[src/rtl/ext_pipe.sv]
// Pipelined immediate extender: widens IN_W -> OUT_W and carries the result through STAGES elastic stages.
// Optional byte modes (op 4/5) are compiled in when EXT_BYTE_MODES_EN is defined.
module ext_pipe #(
   parameter int IN_W   = 16,
   parameter int OUT_W  = 32,
   parameter int STAGES = 2
) (
   input  logic             clk,
   input  logic             reset_n,
   input  logic             in_valid,
   output logic             in_ready,
   input  logic [IN_W-1:0]  in_imm,
   input  logic [3:0]       in_op,
   input  logic             flush,
   output logic             out_valid,
   input  logic             out_ready,
   output logic [OUT_W-1:0] out_imm,
   output logic             out_err,
   output logic             busy
);

   localparam int PAD_W = OUT_W - IN_W;

   logic [OUT_W-1:0]  ext_imm;
   logic              ext_err;

   logic [STAGES-1:0] v_q, v_d;
   logic [STAGES-1:0] err_q, err_d;
   logic [OUT_W-1:0]  imm_q [STAGES];
   logic [OUT_W-1:0]  imm_d [STAGES];
   logic [STAGES-1:0] adv;
   logic [STAGES-1:0] load;
   logic              in_xfer;

   always_comb begin
      ext_imm = '0;
      ext_err = 1'b0;
      case (in_op)
         4'd0: ext_imm = {{PAD_W{1'b0}}, in_imm};
         4'd1: ext_imm = {{PAD_W{in_imm[IN_W-1]}}, in_imm};
         4'd2: ext_imm = {in_imm, {PAD_W{1'b0}}};
         // sign-extend then shift left by 2; the two top bits fall off
         4'd3: ext_imm = {{(PAD_W-2){in_imm[IN_W-1]}}, in_imm, 2'b00};
`ifdef EXT_BYTE_MODES_EN
         4'd4: ext_imm = {{(OUT_W-8){in_imm[7]}}, in_imm[7:0]};
         4'd5: ext_imm = {{(OUT_W-8){1'b0}}, in_imm[7:0]};
`endif
         default: ext_err = 1'b1;
      endcase
   end

   // A stage may advance when any later stage is empty or the sink is taking a beat.
   always_comb begin
      adv = '0;
      for (int i = 0; i < STAGES; i++) begin
         logic a;
         a = out_ready;
         for (int j = i + 1; j < STAGES; j++) begin
            a = a | ~v_q[j];
         end
         adv[i] = a;
      end
      load = ~v_q | adv;
   end

   assign in_ready = ~flush & load[0];
   assign in_xfer  = in_valid & in_ready;

   always_comb begin
      v_d   = v_q;
      err_d = err_q;
      imm_d = imm_q;
      if (load[0]) begin
         v_d[0] = in_xfer;
         if (in_xfer) begin
            imm_d[0] = ext_imm;
            err_d[0] = ext_err;
         end
      end
      // data only moves with a valid beat so the output register holds its last value
      for (int i = 1; i < STAGES; i++) begin
         if (load[i]) begin
            v_d[i] = v_q[i-1];
            if (v_q[i-1] & ~flush) begin
               imm_d[i] = imm_q[i-1];
               err_d[i] = err_q[i-1];
            end
         end
      end
      if (flush) begin
         v_d = '0;
      end
   end

   always_ff @(posedge clk or negedge reset_n) begin
      if (!reset_n) begin
         v_q   <= '0;
         err_q <= '0;
         for (int i = 0; i < STAGES; i++) begin
            imm_q[i] <= '0;
         end
      end else begin
         v_q   <= v_d;
         err_q <= err_d;
         for (int i = 0; i < STAGES; i++) begin
            imm_q[i] <= imm_d[i];
         end
      end
   end

   assign out_valid = v_q[STAGES-1];
   assign out_imm   = imm_q[STAGES-1];
   assign out_err   = err_q[STAGES-1];
   assign busy      = |v_q;

endmodule

[config.mk]
export PLATFORM = sky130hd
export DESIGN_NAME = ext_pipe
export DESIGN_NICKNAME = d
export VERILOG_FILES = /design/src/rtl/ext_pipe.sv
export SDC_FILE = /design/constraint.sdc
export NUM_CORES = 1
export LEC_CHECK = 0
export ABC_AREA = 1
export BUFFER_PORTS_ARGS = -buffer_cell sky130_fd_sc_hd__buf_2
export CAP_MARGIN = 20
export CORE_MARGIN = 5
export CORE_UTILIZATION = 54
export CTS_BUF_LIST = sky130_fd_sc_hd__clkbuf_16
export CTS_CLUSTER_DIAMETER = 150
export DETAILED_ROUTE_END_ITERATION = 16
export GPL_ROUTABILITY_DRIVEN = 0
export PLACE_DENSITY = 0.74
export SYNTH_ARGS = -nofsm -noshare
export SYNTH_HDL_FRONTEND = slang
export SYNTH_SLANG_ARGS = --single-unit
[constraint.sdc]
create_clock -name clk -period 1.38 [get_ports clk]
set_input_delay 0 -clock clk [delete_from_list [all_inputs] [get_ports clk]]
set_output_delay 0 -clock clk [all_outputs]
set_load 0.05 [all_outputs]
Word-level counts from Yosys, hierarchy flattened
Cells that the tools add are included.
{"block": "totals", "regBits": 68, "latch_bits": 0, "ram_bits": 0, "mem_bits_ro": 0, "input_bits": 25, "output_inout_bits": 36, "wordCells": 29, "n_memories": 0}
{"block": "classes", "n_addsub": 0, "multipliers": 0, "div": 0, "magnitude_cmp": 0, "eq_ne": 3, "n_shift": 0, "n_mux": 5, "bitwise_logic": 8, "n_reduce_logical": 7}
{"op": "case mux 32 bit (4 select lines)", "count": 1}
{"op": "== test 4 x 2 -> 1 bit, second input constant", "count": 2}
{"op": "== test 4 x 1 -> 1 bit, second input constant", "count": 1}
{"op": "zero test 4 bit", "count": 1}
{"op": "AND reduction 2 bit", "count": 2}
{"op": "nonzero test 2 bit", "count": 2}
{"op": "OR reduction 4 bit", "count": 1}
{"op": "AND 1 bit", "count": 3}
{"op": "two-way mux 1 bit", "count": 3}
{"op": "two-way mux 2 bit", "count": 1}
{"op": "NOT 1 bit", "count": 2}
{"op": "NOT 2 bit", "count": 1}
{"op": "OR 2 bit", "count": 1}
{"op": "OR reduction 2 bit", "count": 1}
{"op": "OR 1 bit", "count": 1}

Logic depth before layout (Yosys ltp)
Gate-level depths: netlist (run 1).
{"block": "logic_depth", "depth_word": 7, "ltp_mapped": 8}

Least setup slack after synthesis (run 1)
Ideal clock, no wire load.
{"block": "synth_timing", "path_type": "reg-to-reg", "from": "register v_q[1]", "to": "register imm_q[62] (netlist name)", "setup_ns": 0.121, "t_arrival_ns": 1.319, "required_time_ns": 1.259, "slack_ns": -0.060, "path_stages_with_launch": 7, "path_buffers": 1, "path_cell_list": "dfrtp_1 -> nand3_1 -> nand3_2 -> inv_2 -> buf_2 -> nand2_1 -> o21ai_1"}
{"block": "synth_via", "elab_chain_cells": 6}
{"element": "start: declaration", "line_no": "27", "source": "logic [STAGES-1:0] v_q, v_d;"}
{"element": "start signal: assignment", "line_no": "103", "source": "v_q <= v_d;"}
{"element": "NOT 1 bit *", "line_no": "59", "source": "a = a | ~v_q[j];"}
{"element": "OR 1 bit *", "line_no": "59"}
{"element": "OR 2 bit *", "line_no": "63", "source": "load = ~v_q | adv;"}
{"element": "AND 1 bit", "line_no": "66", "source": "assign in_ready = ~flush & load[0];"}
{"element": "AND 1 bit", "line_no": "67", "source": "assign in_xfer = in_valid & in_ready;"}
{"element": "AND reduction 2 bit (no line) *"}
{"element": "end signal: indexed assignment", "line_no": "106", "source": "imm_q[i] <= imm_d[i];"}
{"element": "end: declaration", "line_no": "29", "source": "logic [OUT_W-1:0] imm_q [STAGES];"}
Mark *: on every way between the ends. The rest lies on a longest branch, timed or not.
A chain may end at the register's enable or synchronous reset.

Worst setup path after layout (run 1)
{"block": "layout_timing", "from": "register v_q[0]", "to": "register v_q[0]"}
{"block": "layout_via", "elab_chain_cells": 6}
{"element": "NOT 2 bit *", "line_no": "63"}
{"element": "OR 2 bit *", "line_no": "63"}
{"element": "AND 1 bit", "line_no": "66"}
{"element": "AND 1 bit", "line_no": "67"}
{"element": "two-way mux 1 bit", "line_no": "73", "source": "if (load[0]) begin"}
{"element": "two-way mux 2 bit", "line_no": "90", "source": "if (flush) begin"}
Mark *: on every way between the ends. The rest lies on a longest branch, timed or not. The select of a mux whose other input is x is not followed.

==> results of run 1 <==
flip-flops by register name, summed over array words and instances (netlist names):
| signal | cells |
|---|---|
| err_q | 2 |
| imm_q | 32 |
| out_imm | 32 |
| v_q | 2 |
final cells by class:
class / instances / area share, %
Clock buffer: 9 / 6.05
Clock inverter: 6 / 0.672
Inverter: 42 / 4.24
Multi-Input combinational cell: 240 / 27.8
Sequential cell: 68 / 45.8
Tap cell: 75 / 2.52
Timing Repair Buffer: 75 / 12.9
worst paths after layout:
kind / start / endpoint / slack (ns)
worst max-delay path: v_q[0]$_DFFE_PN0P_ / v_q[0]$_DFFE_PN0P_ / 0.06
worst min-delay path: in_imm[9] / imm_q[43]$_DFFE_PN0P_ / 0.008
worst max register to register: v_q[0]$_DFFE_PN0P_ / v_q[0]$_DFFE_PN0P_ / 0.06
worst min register to register: imm_q[44]$_DFFE_PN0P_ / imm_q[44]$_DFFE_PN0P_ / 0.47
max in group asynchronous: reset_n / v_q[1]$_DFFE_PN0P_ / 0.63
min in group asynchronous: reset_n / out_imm[0]$_DFFE_PN0P_ / 0.20
critical path, stage by stage, from the launching register on:
cell	delay, ns
dfrtp_1	0.38
nand3_2	0.11
nand3_2	0.09
o21ai_1	0.07
dlygate4sd3_1	0.55
through the flow:
stage	worst slack, ns	total power [mW]	hold WS (ns)	utilization (%)
after CTS	0.0111	5.31	0.00316	63.0
after global placement	0.261	3.35	0.0300	57.6
after floorplan	0.0931	3.22	-0.296	-
after global routing	0.0137	5.51	0.0302	63.2
final	0.0639	5.27	0.00830	63.2
after detailed placement	0.220	3.37	0.0302	57.6
power by group:
group / internal [mW] / switching [mW]
Clock: 1.17 / 0.756
Combinational: 0.270 / 0.796
Sequential: 2.19 / 0.0897
Total: 3.63 / 1.64
timing repair:
item / CTS / global route
hold buffers: 7 / 0
endpoints found under the setup margin: 0 / 1
hold endpoints to repair: 27 / 0
buffers inserted: 0 / 1
gates resized for setup: 0 / 1
routing by layer:
layer | GRT usage [%] | vias up | wire (um)
met5 | 0 | - | 0
met1 | 25.9 | 1103 | 3010
met3 | 4.82 | 11 | 336
met4 | 6.28 | 0 | 97
li1 | - | 1270 | -
met2 | 31.0 | 56 | 3050
cells in the mapped netlist, drive strengths merged:
cell type and n:
buf 49, clkbuf 2, dfrtp 68, inv 42, nand2 158, nand3 22
nor2 5, o211ai 1, o21ai 53, or2 1
cells in the final DEF, fill, tap and decap left out:
| master | count |
|---|---|
| nor2_1 | 2 |
| clkinv_1 | 2 |
| inv_2 | 2 |
| o21ai_1 | 52 |
| clkinv_2 | 2 |
| o211ai_1 | 1 |
| buf_12 | 4 |
| nand3_2 | 3 |
| nor2_2 | 1 |
| dfrtp_2 | 1 |
| or2_2 | 1 |
| dfrtp_1 | 67 |
| nand3_1 | 19 |
| buf_4 | 4 |
| buf_2 | 60 |
| nor2_4 | 2 |
| dlygate4sd3_1 | 7 |
| nand2_2 | 1 |
| o21ai_0 | 1 |
| nand2_1 | 157 |
| clkbuf_16 | 9 |
| inv_1 | 42 |
cells by family after synthesis:
group                  after synthesis
AO/OA/AOI/OAI                       54
AND/OR/NAND/NOR                    186
flip-flops                          68
buffers and inverters               93
==> impl_metrics.ini, run 1 <==
[clock_tree]
cts_buffers = 9
cts_tree = yes
cts_buffer_depth = 2
path_clk_slew_ns = 0.05
htree_levels = 3
cts.sinks = 68
cts_root_buf = clkbuf_16
clkLatencyLatePin_ns = 0.32

[min_path]
hp-class = input port to register
holdPathStages = 5

[die]
rows = 28
boundaryPins = 61
die_area_mm2 = 0.00764
die_h_um = 87.4
start_util_pct = 55.0
core_mm2 = 0.00589
die_w_um = 87.4

[run_status]
status = finished clean

[cells_and_area]
fin_nets = 461
seq_area_mm2 = 0.00170
insertedDiodeCount = 0
drive_gt1_share_pct = 20.5
area_delta_synth_final_pct = 15.0
multi_input_area_mm2 = 0.00104
n_fill_cell = 509
final_cells = 515
fin_area_mm2 = 0.00372

[detailed_routing]
routed_via_density = 4.74
postRouteAntennaNets = 0
drtIter0Drc = 173
via_count = 2440
drc = 0
wl_per_cell_um = 12.6
first_pass_iters = 4
wirelength_mm = 6.49

[critical_path]
crit_fanout = 3
startpoint_type = register
endpoint_kind = register
critPathKind = register to register
crit_required_ns = 1.58
worst_ep_arrival_time_ns = 1.52
rr_worst_depth = 4

[yosys]
yosys-top-cells-area = dfrtp_1 53%, nand2_1 18%, buf_4 8.4%, o21ai_1 8.0%, inv_1 4.6%
syn_area_mm2 = 0.00323
synth_xor_area_share_pct = 0
synthMuxAreaShare_pct = 0
synth_nets = 426
syn_avg_cell_area_um2 = 8.07
synth_top_area_cell = dfrtp_1
synth_simple_gate_area_share_pct = 23.3
synth_cells = 401
synthAdderAreaFrac_pct = 0
synth_top_family_by_area = simple AND/OR/NAND/NOR gates
synth_top_area_share_pct = 52.6
synth-compound-area-share_pct = 8.43
yosys_warnings = 0
synth_seq_area_share_pct = 52.6
synth_seq_cells = 68
synth_cell_types = 18

[place]
dpl.hpwl_mm = 4.63
place_area_mm2 = 0.00339
io_buffers = 60
dp.cells = 492

[global_route]
grt_pass1_wl_mm = 11.5
grt-ovfl-total = 0
antenna_found_initial = 0
grt_usage_pct = 19.4
grt_max_degree = 68
grt_pass1_vias = 2439

[timing]
fin_skew_ns = 0.00280
maxSlewHeadroom_pct = 62.7
final_hold_viol_count = 0
finalSetupViolations = 0
max_freq_mhz = 760
period_needed_ns = 1.32
slew_violations = 0
setup_tns_ns = 0
period_share_pct = 95.4
grt_setup_unrepaired = no
max_slew.worst_pin.slew_ns = 0.560

[job]
drv_cap = 0

[pwr]
cellLeakagePower_nw = 2.02
powerDensity_mw_per_mm2 = 1420
peakVddDrop_mv = 0.754
No activity file was read; power rests on OpenSTA's default activity.
==> run 2: changes to the inputs <==
- ABC_AREA: 1 -> unset
- CELL_PAD_IN_SITES_DETAIL_PLACEMENT: unset -> 0
- CELL_PAD_IN_SITES_GLOBAL_PLACEMENT: unset -> 1
- CORE_UTILIZATION: 54 -> 35
- PLACE_DENSITY: 0.74 -> 0.62
==> impl_metrics.ini, run 2 <==
[cells_and_area]
drive_gt1_share_pct = 43.3
insertedDiodeCount = 0
most-common-layout-cells = 67 x dfrtp_1, 58 x buf_2, 39 x a21oi_1
fin_nets = 339
final_cells = 427
layout_commonest_cell = dfrtp_1
final_util_pct = 45.6
area_delta_synth_final_pct = 27.1

[timing]
max_freq_mhz = 663
whs_ns = 0.00782
setup_ws_ns = -0.129
finalSetupViolations = 34
grt_setup_unrepaired = yes
maxSlewHeadroom_pct = 64.7
period_needed_ns = 1.51
final_hold_viol_count = 0
max_slew.worst_pin.slew_ns = 0.529
period_share_pct = 109
slew_violations = 0
setup_tns_ns = -3.89
fin_skew_ns = 0.00344

[yosys]
synth_nets = 287
synth_most_common_cell = dfrtp_1
synth_cells = 262
syn_avg_cell_area_um2 = 12.0
synth_seq_cells = 68
synth_cell_types = 28
syn_area_mm2 = 0.00315
synthFlopType = dfrtp_1
yosys_warnings = 0
synth_top_area_cell = dfrtp_1
synthArstFlopShare_pct = 100
synth-edff-count = 0
synthTopCellsByCount = 68 x dfrtp_1, 39 x a21oi_1, 37 x buf_4
synth_seq_area_share_pct = 54.1
yosys-top-cells-area = dfrtp_1 54%, mux2_2 11%, buf_4 8.8%, a21oi_1 6.2%, mux2i_1 5.4%
synth_top_area_share_pct = 54.1

[detailed_routing]
via_count = 2106
first_pass_iters = 4
routed_via_density = 4.93
wl_per_cell_um = 17.4
drtIter0Drc = 90
wirelength_mm = 7.41
drc = 0
postRouteAntennaNets = 0

[place]
dpl.hpwl_mm = 4.60
dp.cells = 398
io_buffers = 60

[die]
die_area_mm2 = 0.0110
boundaryPins = 61
rows = 34
start_util_pct = 35.9
die_w_um = 105
die_h_um = 105
core_mm2 = 0.00876

[critical_path]
critPathKind = register to register
crit_required_ns = 1.59
startpoint_type = register
endpoint_kind = register
worst_ep_arrival_time_ns = 1.72
crit_fanout = 9

[pwr]
cellLeakagePower_nw = 1.91
powerDensity_mw_per_mm2 = 1560
total_power_mw = 6.23
peakVddDrop_mv = 0.593

[clock_tree]
cts.sinks = 68
cts_buffers = 9
cts_root_buf = clkbuf_16
cts_buffer_depth = 2
clkLatencyLatePin_ns = 0.32
htree_levels = 3
cts_tree = yes
path_clk_slew_ns = 0.05

[global_route]
grt_pass1_vias = 2228
grt-ovfl-total = 0
grt_pass1_wl_mm = 11.8
antenna_found_initial = 0
grt_max_degree = 69
grt_usage_pct = 13.6

[min_path]
hp-class = input port to register

[run_status]
status = finished, violations left
violations = setup timing

[job]
drv_cap = 0
==> run 2: changes by cell type after synthesis, sizes merged, moves of 12 or more <==
cell   change
a21oi     +39
a22oi     +12
inv       -24
mux2      +36
mux2i     +17
nand2    -156
nand3     -21
o21ai     -52
==> run 2: path summary, 6_finish.rpt <==
check                                     start  slack (ns)                      end  cells after the start
min reg2reg                err_q[0]$_DFFE_PN0P_        0.49     err_q[0]$_DFFE_PN0P_                      1
max reg2reg                  v_q[1]$_DFFE_PN0P_       -0.13     err_q[1]$_DFFE_PN0P_                      5
min in group asynchronous               reset_n        0.24  out_imm[24]$_DFFE_PN0P_                      3
max                          v_q[1]$_DFFE_PN0P_       -0.13     err_q[1]$_DFFE_PN0P_                      5
max in group asynchronous               reset_n        0.85       v_q[1]$_DFFE_PN0P_                      3
min                                   out_ready       0.008       v_q[1]$_DFFE_PN0P_                      4
==> run 2: timing repair <==
action | CTS | global route
buffers inserted | 4 | 1
cloned | 2 | 1
pin swaps | 2 | 2
endpoints found under the hold margin | 72 | 0
hold buffers | 5 | 0
resized for setup | 26 | 18
endpoints found under the setup margin | 42 | 52
==> run 2: layout make-up <==
class                           count  area [um^2]
Fill cell                         829         4760
Sequential cell                    68         1700
Multi-Input combinational cell    131         1180
Timing Repair Buffer               86          631
Clock buffer                        9          225
Tap cell                          108          135
Inverter                           18         67.6
Clock inverter                      7         58.8
==> run 2: worst max-delay path: stages (launching register included) <==
cell and delay (ns):
dfrtp_2 0.39, nor2b_4 0.13, nor3b_4 0.23, buf_6 0.16
buf_12 0.14, mux2_2 0.34
==> run 2: power by group <==
part	switching (mW)	internal, mW	total, mW
Clock	0.804	1.37	2.18
Combinational	1.06	0.557	1.62
Sequential	0.153	2.28	2.43
Total	2.02	4.21	6.23
==> run 2: stage by stage <==
| step | worst slack, ns | cell area [um^2] |
|---|---|---|
| final | -0.129 | 4000 |
| after global routing | -0.182 | 4000 |
| after CTS | -0.107 | 3900 |
| after detailed placement | -0.117 | 3400 |
| after global placement | -0.0754 | 3400 |
| after floorplan | -0.260 | 3180 |
==> run 2: logic make-up after synthesis <==
group           synth area share, %
flops                          54.1
mux                            18.3
compound gates                 10.1
simple gates                   5.33
buf+inv                        12.2
==> run 2: per-layer routing <==
metal	wire length, um	vias to the layer above	share of wire [%]	track usage [%]
li1	-	981	-	-
met1	3600	1047	48	18.8
met2	3370	71	45	20.4
met3	399	7	5.4	4.93
met4	46	0	0.62	3.29
met5	0	-	0	0
